==> src/rtl/mem_stage_pkg.sv <==
// Shared types and constants for the memory-access pipeline stage.
package mem_stage_pkg;

    typedef enum logic {
        IDLE = 1'b0,
        WAIT = 1'b1
    } state_t;

    localparam int TIMEOUT_DEFAULT = 16;
    localparam int CNT_W           = 8;

endpackage

==> src/rtl/mem_wb_latch.sv <==
// MEM/WB pipeline register set; bubble forces the op to a no-write-back slot.
// With MEM_ALIGN_CHECK_EN defined it also carries the one-cycle AlignErrW flag.
module mem_wb_latch (
    input  logic        clk,
    input  logic        rst_n,
    input  logic        bubble,
    input  logic        busErr,
`ifdef MEM_ALIGN_CHECK_EN
    input  logic        alignErr,
    output logic        AlignErrW,
`endif
    input  logic        regWrite,
    input  logic        memtoReg,
    input  logic        loadEn,
    input  logic [31:0] readData,
    input  logic [31:0] aluOut,
    input  logic [4:0]  writeReg,
    output logic        RegWriteW,
    output logic        MemtoRegW,
    output logic [31:0] ReadDataW,
    output logic [31:0] ALUOutW,
    output logic [4:0]  WriteRegW,
    output logic        BusErrW
);

    always_ff @(posedge clk or negedge rst_n) begin
        if (!rst_n) begin
            RegWriteW <= 1'b0;
            MemtoRegW <= 1'b0;
            ReadDataW <= '0;
            ALUOutW   <= '0;
            WriteRegW <= '0;
            BusErrW   <= 1'b0;
        end else begin
            RegWriteW <= regWrite & ~bubble;
            MemtoRegW <= memtoReg & ~bubble;
            ALUOutW   <= aluOut;
            WriteRegW <= writeReg;
            BusErrW   <= busErr;
            // Stores and non-memory ops leave the last load data in place.
            if (loadEn && !bubble)
                ReadDataW <= readData;
        end
    end

`ifdef MEM_ALIGN_CHECK_EN
    always_ff @(posedge clk or negedge rst_n) begin
        if (!rst_n)
            AlignErrW <= 1'b0;
        else
            AlignErrW <= alignErr;
    end
`endif

endmodule

==> src/rtl/mem_stage.sv <==
// Memory-access stage: dmem req/ack handshake, pipeline stall, bus timeout.
// Optional MEM_ALIGN_CHECK_EN rejects misaligned accesses with AlignErrW.
//
// state | meaning
// IDLE  | no access outstanding; a new access may complete with zero wait
// WAIT  | access issued, waiting for dmem_ack or the timeout count
module mem_stage
    import mem_stage_pkg::*;
#(
    parameter int TIMEOUT = TIMEOUT_DEFAULT
) (
    input  logic        clk,
    input  logic        rst_n,
    input  logic        RegWriteM,
    input  logic        MemtoRegM,
    input  logic        MemWriteM,
    input  logic [31:0] ALUOutM,
    input  logic [31:0] WriteDataM,
    input  logic [4:0]  WriteRegM,
    output logic        dmem_req,
    output logic        dmem_we,
    output logic [31:0] dmem_addr,
    output logic [31:0] dmem_wdata,
    input  logic        dmem_ack,
    input  logic [31:0] dmem_rdata,
    output logic        StallM,
`ifdef MEM_ALIGN_CHECK_EN
    output logic        AlignErrW,
`endif
    output logic        RegWriteW,
    output logic        MemtoRegW,
    output logic [31:0] ReadDataW,
    output logic [31:0] ALUOutW,
    output logic [4:0]  WriteRegW,
    output logic        BusErrW
);

    localparam logic [CNT_W-1:0] CNT_LAST = CNT_W'(TIMEOUT - 1);

    state_t           state, stateNext;
    logic [CNT_W-1:0] cnt, cntNext;
    logic             memOp;
    logic             access;
    logic             misaligned;
    logic             timeoutHit;
    logic             isLoad;

    // Control is gated by reset so nothing is requested while rst_n is low.
    assign memOp = rst_n & (MemtoRegM | MemWriteM);

`ifdef MEM_ALIGN_CHECK_EN
    assign misaligned = memOp & (ALUOutM[1:0] != 2'b00);
`else
    assign misaligned = 1'b0;
`endif

    assign access     = memOp & ~misaligned;
    assign isLoad     = MemtoRegM & ~MemWriteM;
    assign dmem_we    = MemWriteM;
    assign dmem_addr  = ALUOutM;
    assign dmem_wdata = WriteDataM;
    assign StallM     = access & ~dmem_ack & ~timeoutHit;

    always_ff @(posedge clk or negedge rst_n) begin
        if (!rst_n) begin
            state <= IDLE;
            cnt   <= '0;
        end else begin
            state <= stateNext;
            cnt   <= cntNext;
        end
    end

    always_comb begin
        stateNext  = state;
        cntNext    = cnt;
        dmem_req   = 1'b0;
        timeoutHit = 1'b0;
        case (state)
            IDLE: begin
                if (access) begin
                    dmem_req = 1'b1;
                    if (!dmem_ack) begin
                        stateNext = WAIT;
                        cntNext   = '0;
                    end
                end
            end
            WAIT: begin
                if (!access) begin
                    stateNext = IDLE;
                end else begin
                    dmem_req = 1'b1;
                    if (dmem_ack) begin
                        stateNext = IDLE;
                    end else if (cnt == CNT_LAST) begin
                        // Ack on the last allowed cycle still wins over the timeout.
                        timeoutHit = 1'b1;
                        stateNext  = IDLE;
                    end else begin
                        cntNext = (cnt == '1) ? cnt : cnt + 1'b1;
                    end
                end
            end
            default: stateNext = IDLE;
        endcase
    end

    mem_wb_latch u_mem_wb_latch (
        .clk       (clk),
        .rst_n     (rst_n),
        .bubble    (StallM | timeoutHit | misaligned),
        .busErr    (timeoutHit),
`ifdef MEM_ALIGN_CHECK_EN
        .alignErr  (misaligned),
        .AlignErrW (AlignErrW),
`endif
        .regWrite  (RegWriteM),
        .memtoReg  (isLoad),
        .loadEn    (access & dmem_ack & isLoad),
        .readData  (dmem_rdata),
        .aluOut    (ALUOutM),
        .writeReg  (WriteRegM),
        .RegWriteW (RegWriteW),
        .MemtoRegW (MemtoRegW),
        .ReadDataW (ReadDataW),
        .ALUOutW   (ALUOutW),
        .WriteRegW (WriteRegW),
        .BusErrW   (BusErrW)
    );

endmodule

==> config.mk <==
export PLATFORM = sky130hd
export DESIGN_NAME = mem_stage
export DESIGN_NICKNAME = d
export VERILOG_FILES = /design/src/rtl/mem_stage_pkg.sv /design/src/rtl/mem_wb_latch.sv /design/src/rtl/mem_stage.sv
export SDC_FILE = /design/constraint.sdc
export NUM_CORES = 1
export LEC_CHECK = 0
export CAP_MARGIN = 20
export CORE_AREA = 2 2 95 97
export CTS_CLUSTER_DIAMETER = 50
export DETAILED_ROUTE_END_ITERATION = 7
export DIE_AREA = 0 0 97 99
export DONT_BUFFER_PORTS = 1
export GPL_TIMING_DRIVEN = 0
export MAX_ROUTING_LAYER = met4
export PLACE_DENSITY_LB_ADDON = 0.3
export SLEW_MARGIN = 20
export SYNTH_ARGS = -nofsm -noshare
export SYNTH_HDL_FRONTEND = slang
export SYNTH_SLANG_ARGS = --single-unit
==> constraint.sdc <==
create_clock -name clk -period 2.7 [get_ports clk]
set_input_delay 0.54 -clock clk [delete_from_list [all_inputs] [get_ports clk]]
set_output_delay 0.54 -clock clk [all_outputs]
set_load 0.05 [all_outputs]
; Word level (Yosys, flattened, before mapping)
; Cells that the tools add are included.
[word_totals]
reg_bits = 81
latch_bits = 0
mem_bits_rw = 0
romBits = 0
output_inout_bits = 139
word_cells = 53
memories = 0
[op_classes]
n_addsub = 1
n_mul = 0
div_mod_pow = 0
order_cmp = 0
n_eq_ne = 8
n_shift = 0
mux = 18
bitwise_logic = 15
n_reduce_logical = 3
[op_table]
columns = operator, n
row1 = 2-to-1 mux 8 bit, 6
row2 = one-hot mux 8 bit (2 select lines), 1
row3 = 2-to-1 mux 1 bit, 10
row4 = "!= test 2 bit, second input constant", 5
row5 = "adder 8 x 1 -> 8 bit, second input constant", 1
row6 = bitwise AND 1 bit, 8
row7 = "== test 8 x 4 -> 1 bit, second input constant", 1
row8 = "== test 8 bit, second input constant", 1
row9 = AND reduction 6 bit, 1
row10 = NOT 1 bit, 5
row11 = "!= test 2 x 1 -> 1 bit, second input constant", 1
row12 = OR 1 bit, 2
row13 = one-hot mux 1 bit (2 select lines), 1
row14 = logical AND 1 bit, 1
row15 = zero test 1 bit, 1

; Depth between registers and ports, before layout
[depth]
ltp_word = 10
mapped_depth = 6
depth_no_buf = 5

; Hierarchy
; From an unflattened synthesis, not the netlist that was laid out.
[unflattened]
hier_cells = 240
area_unflattened_um2 = 3484.6
[modules_own_cells]
columns = mod, instances, cells_per_inst, area_each_um2
row1 = mem_wb_latch, 1, 111, 2364.8
row2 = mem_stage, 1, 129, 1119.8

; Worst setup path after synthesis
; No wires, ideal clock.
[synth_timing]
path_kind = input-to-output
from = input port MemWriteM
to = output port StallM
arrival_time_ns = 1.765
required_time_ns = 2.160
setup_slack_ns = 0.395
cell_stages = 4
path_buffers = 1
path_cell_list = o21ai_2 or2_1 buf_6 a31oi_1
[synth_between]
elab_chain_cells = 6
[synth_lines]
columns = item, line_no
row1 = "start, declared", mem_stage.sv:16  ; input logic MemWriteM,
row2 = OR 1 bit (*), mem_stage.sv:49  ; assign memOp = rst_n & (MemtoRegM | MemWriteM);
row3 = bitwise AND 1 bit (*), mem_stage.sv:49
row4 = 2-to-1 mux 1 bit, mem_stage.sv:90  ; if (!access) begin
row5 = 2-to-1 mux 1 bit, mem_stage.sv:79  ; case (state)
row6 = NOT 1 bit, mem_stage.sv:62  ; assign StallM = access & ~dmem_ack & ~timeoutHit;
row7 = bitwise AND 1 bit (*), mem_stage.sv:62
row8 = "end, declared", mem_stage.sv:26  ; output logic StallM,
; Every way passes the cells marked *; elsewhere a longest branch is shown, timed or not.

; Final worst setup path
[layout_timing]
from = register cnt[0]
to = output port StallM
[layout_between]
elab_chain_cells = 7
[layout_lines]
columns = item, line_no
row1 = "start, declared", mem_stage.sv:41  ; logic [CNT_W-1:0] cnt, cntNext;
row2 = "start signal, assigned", mem_stage.sv:70  ; cnt <= cntNext;
row3 = == test 8 x 4 -> 1 bit, mem_stage.sv:96  ; end else if (cnt == CNT_LAST) begin
row4 = 2-to-1 mux 1 bit, mem_stage.sv:96
row5 = 2-to-1 mux 1 bit, mem_stage.sv:94  ; if (dmem_ack) begin
row6 = 2-to-1 mux 1 bit, mem_stage.sv:90
row7 = 2-to-1 mux 1 bit, mem_stage.sv:79
row8 = NOT 1 bit, mem_stage.sv:62
row9 = bitwise AND 1 bit, mem_stage.sv:62
; Every way passes these cells.

==> impl_metrics.tcl <==
set metrics [dict create \
    status "finished clean" \
    clock_skew_ns 0.00862 \
    n_fill_cell 779 \
    grt_usage_pct 13.7 \
    synthCells 237 \
    slowest_stage "a31oi_2" \
    finalCritPeriodShare_pct 94.0 \
    critPathMaxStageDelay_ns 0.64 \
    drive_gt1_share_pct 48.8 \
    vias 1771 \
    synth_top_area_share_pct 62.3 \
    drt-initial-drc-count 24 \
    place_inst 345 \
    grt_overflow 0 \
    netlist-cell-type-count 36 \
    synth_area_leader_cell "dfrtp_1" \
    path_delay_family "compound AO/OA/AOI/OAI gates" \
    die_x_um 97 \
    multi_input_area_um2 689 \
    finalNetCount 357 \
    post_dp_cell_area_mm2 0.00339 \
    path_buf_inv 1 \
    reg2reg_from "cnt[0]" \
    io_buffers 0 \
    htreeDepth 3 \
    routed_wirelength_um 6660 \
    dr.pass1.iters 4 \
    finalHoldViolCount 0 \
    synth_nets 345 \
    clock-sinks 81 \
    dieArea_mm2 0.00960 \
    dp_slack_ns 0.263 \
    worstSetupPathDepth 4 \
    place_hpwl_um 5000 \
    yosys-top-cells-area "dfrtp_1, buf_4, mux2_2, nand3_1, a31oi_1" \
    fin_crit_ns 2.54 \
    setup_ws_ns 0.162 \
    synth_seq_cells 81 \
    cp.arrival_ns 2.00 \
    start_util_pct 38.0 \
    ys.flop_type "dfrtp_1" \
    crit_end "StallM" \
    coreArea_mm2 0.00855 \
    avgSynthCellArea_um2 13.7 \
    finalWeightedCongestion 0.821 \
    cts_tree "yes" \
    crit_type "reg -> out" \
    path_cells "ha_1 > and3_1 > clkbuf_1 > a31oi_2" \
    fp.dieH_um 99 \
    stdcell_area_mm2 0.00363 \
    worst_pin_slew_ns 0.684 \
    numCtsBuffers 9 \
    seqCellArea_mm2 0.00203 \
    rrSetupSlack_ns 0.99 \
    total_leakage_power_nw 1.69 \
    power_density_mw_per_mm2 922 \
    yosysSeqAreaShare_pct 62.3 \
    post-route-drc-count 0 \
    wire_per_inst_um 18.4 \
    clkLatencyLatePin_ns 0.34 \
    peakVddDrop_v 0.000370 \
    stdcell_count 362 \
    setup_viol 0 \
    yosys_warnings 0 \
    pin_count 246 \
    via_per_inst 4.89 \
    ys_async_sr_fraction_pct 100 \
    synthToLayoutAreaGrowth_pct 11.5 \
    grt_pass1_vias 1835 \
    rsz0062_at_grt "false" \
    synth-edff-count 0 \
    fin_util_pct 42.4 \
    hold_class "in -> async" \
    crit_path_end_kind "output pin" \
    cts-root-buf "clkbuf_8" \
    diodes 0 \
    r2r_cells 5 \
    critPathMaxFanout 7 \
    slew_viol_final 0 \
    syn_area_mm2 0.00325 \
    antenna_found_initial 0 \
    grt_max_degree 82 \
    finalSetupTns_ns 0 \
    path_clk_slew_ns 0.09 \
    reg2reg_to "cnt[7]" \
    grt_pass1_wl_um 9790 \
    clockBufferDepth 2 \
    rows 34 \
    cp-start-kind "flip-flop" \
    cp.required_ns 2.16 \
    fmax_ghz 0.394 \
    ant_nets 0 \
    cap_violations 0 \
    cp-startpoint "cnt[0]" \
    relSlewSlack_pct 54.3 \
]
## worst min-delay path by stage
stage / to / startpoint / slack, ns / depth (start not counted)
floorplan: cnt[0] / rst_n / 0.24 / 0
global placement: u_mem_wb_latch.ALUOutW[26] / rst_n / 0.25 / 0
detailed placement: u_mem_wb_latch.ALUOutW[26] / rst_n / 0.25 / 0
CTS: u_mem_wb_latch.ALUOutW[20] / rst_n / 0.08 / 1
global route: u_mem_wb_latch.ALUOutW[20] / rst_n / 0.11 / 1
finish: cnt[5] / rst_n / 0.1 / 1
## stage by stage
step	power, W	hold WS (ns)
after floorplan	0.00237	0.244
after global placement	0.00243	0.246
after detailed placement	0.00244	0.246
after CTS	0.00340	0.0844
after global routing	0.00348	0.106
final	0.00334	0.0953
## logic make-up after synthesis
family                   share of synthesized area, %
AO/OA/AOI/OAI                                    4.35
adder cells (fa/ha/maj)                         0.385
buffers and inverters                            16.7
flip-flops                                       62.3
multiplexers                                     11.4
AND/OR/NAND/NOR                                  4.89
## flip-flops by register name (all words and copies together), names as in the netlist
| signal | count |
|---|---|
| cnt | 8 |
| state | 1 |
| u_mem_wb_latch.ALUOutW | 32 |
| u_mem_wb_latch.BusErrW | 1 |
| u_mem_wb_latch.MemtoRegW | 1 |
| u_mem_wb_latch.ReadDataW | 32 |
| u_mem_wb_latch.RegWriteW | 1 |
| u_mem_wb_latch.WriteRegW | 5 |
## repair_timing
| action | CTS | global route |
|---|---|---|
| buffers inserted | 0 | 0 |
| hold endpoints to repair | 81 | 0 |
| hold buffers | 1 | 0 |
| resized for setup | 1 | 0 |
| setup endpoints to repair | 1 | 0 |
## power breakdown
| group | leakage [nW] | switching, W | internal (W) | total, W |
|---|---|---|---|---|
| Clock | 0.0988 | 0.000467 | 0.000443 | 0.000910 |
| Combinational | 0.615 | 0.000301 | 0.000178 | 0.000479 |
| Sequential | 0.974 | 0.000598 | 0.00136 | 0.00196 |
| Total | 1.69 | 0.00137 | 0.00198 | 0.00334 |
## worst register-to-register path: stages, from the launching register on
cell      delay (ns)
dfrtp_1         0.42
ha_1            0.26
and3_1          0.15
clkbuf_1        0.19
a31o_1          0.29
a211o_1         0.29
## routing by layer
layer  share of wire [%]  track usage (%)  vias up
li1                    -                -      760
met1                  35             14.9      871
met2                  54             22.5      131
met3                 9.7             4.96        9
met4                 1.5             6.18        0
met5                   0                -        -
## synthesized netlist by cell type (all sizes together) (2+ instances only)
library cell / instances
a31oi: 4
a21oi: 3
nor4: 3
mux2: 32
and3: 4
a21o: 2
o21ai: 2
nand3: 6
nand2: 6
inv: 4
clkbuf: 2
buf: 70
dfrtp: 81
o211ai: 2
## placed cells by master, fill, tap and decap left out, types with 2 or more instances in the layout
master,instances
and3_1,3
clkbuf_1,2
clkbuf_8,9
inv_6,3
buf_4,65
nor4_1,2
dfrtp_1,81
nand2_1,6
mux2_2,32
clkinvlp_4,2
a31oi_1,3
inv_1,4
a21o_1,2
buf_2,4
a21oi_1,3
nand3_1,6
## cell type report
cell class / count / share of cell area [%]
plain buffers: 72 / 14.5
clock buffers: 9 / 3.41
clock inverters: 7 / 2.28
inverters: 4 / 0.414
multi-input cells: 80 / 19.0
flip-flops and latches: 81 / 55.9
well taps: 108 / 3.73
repair buffers: 1 / 0.759
Power figures use the tool's default switching activity.
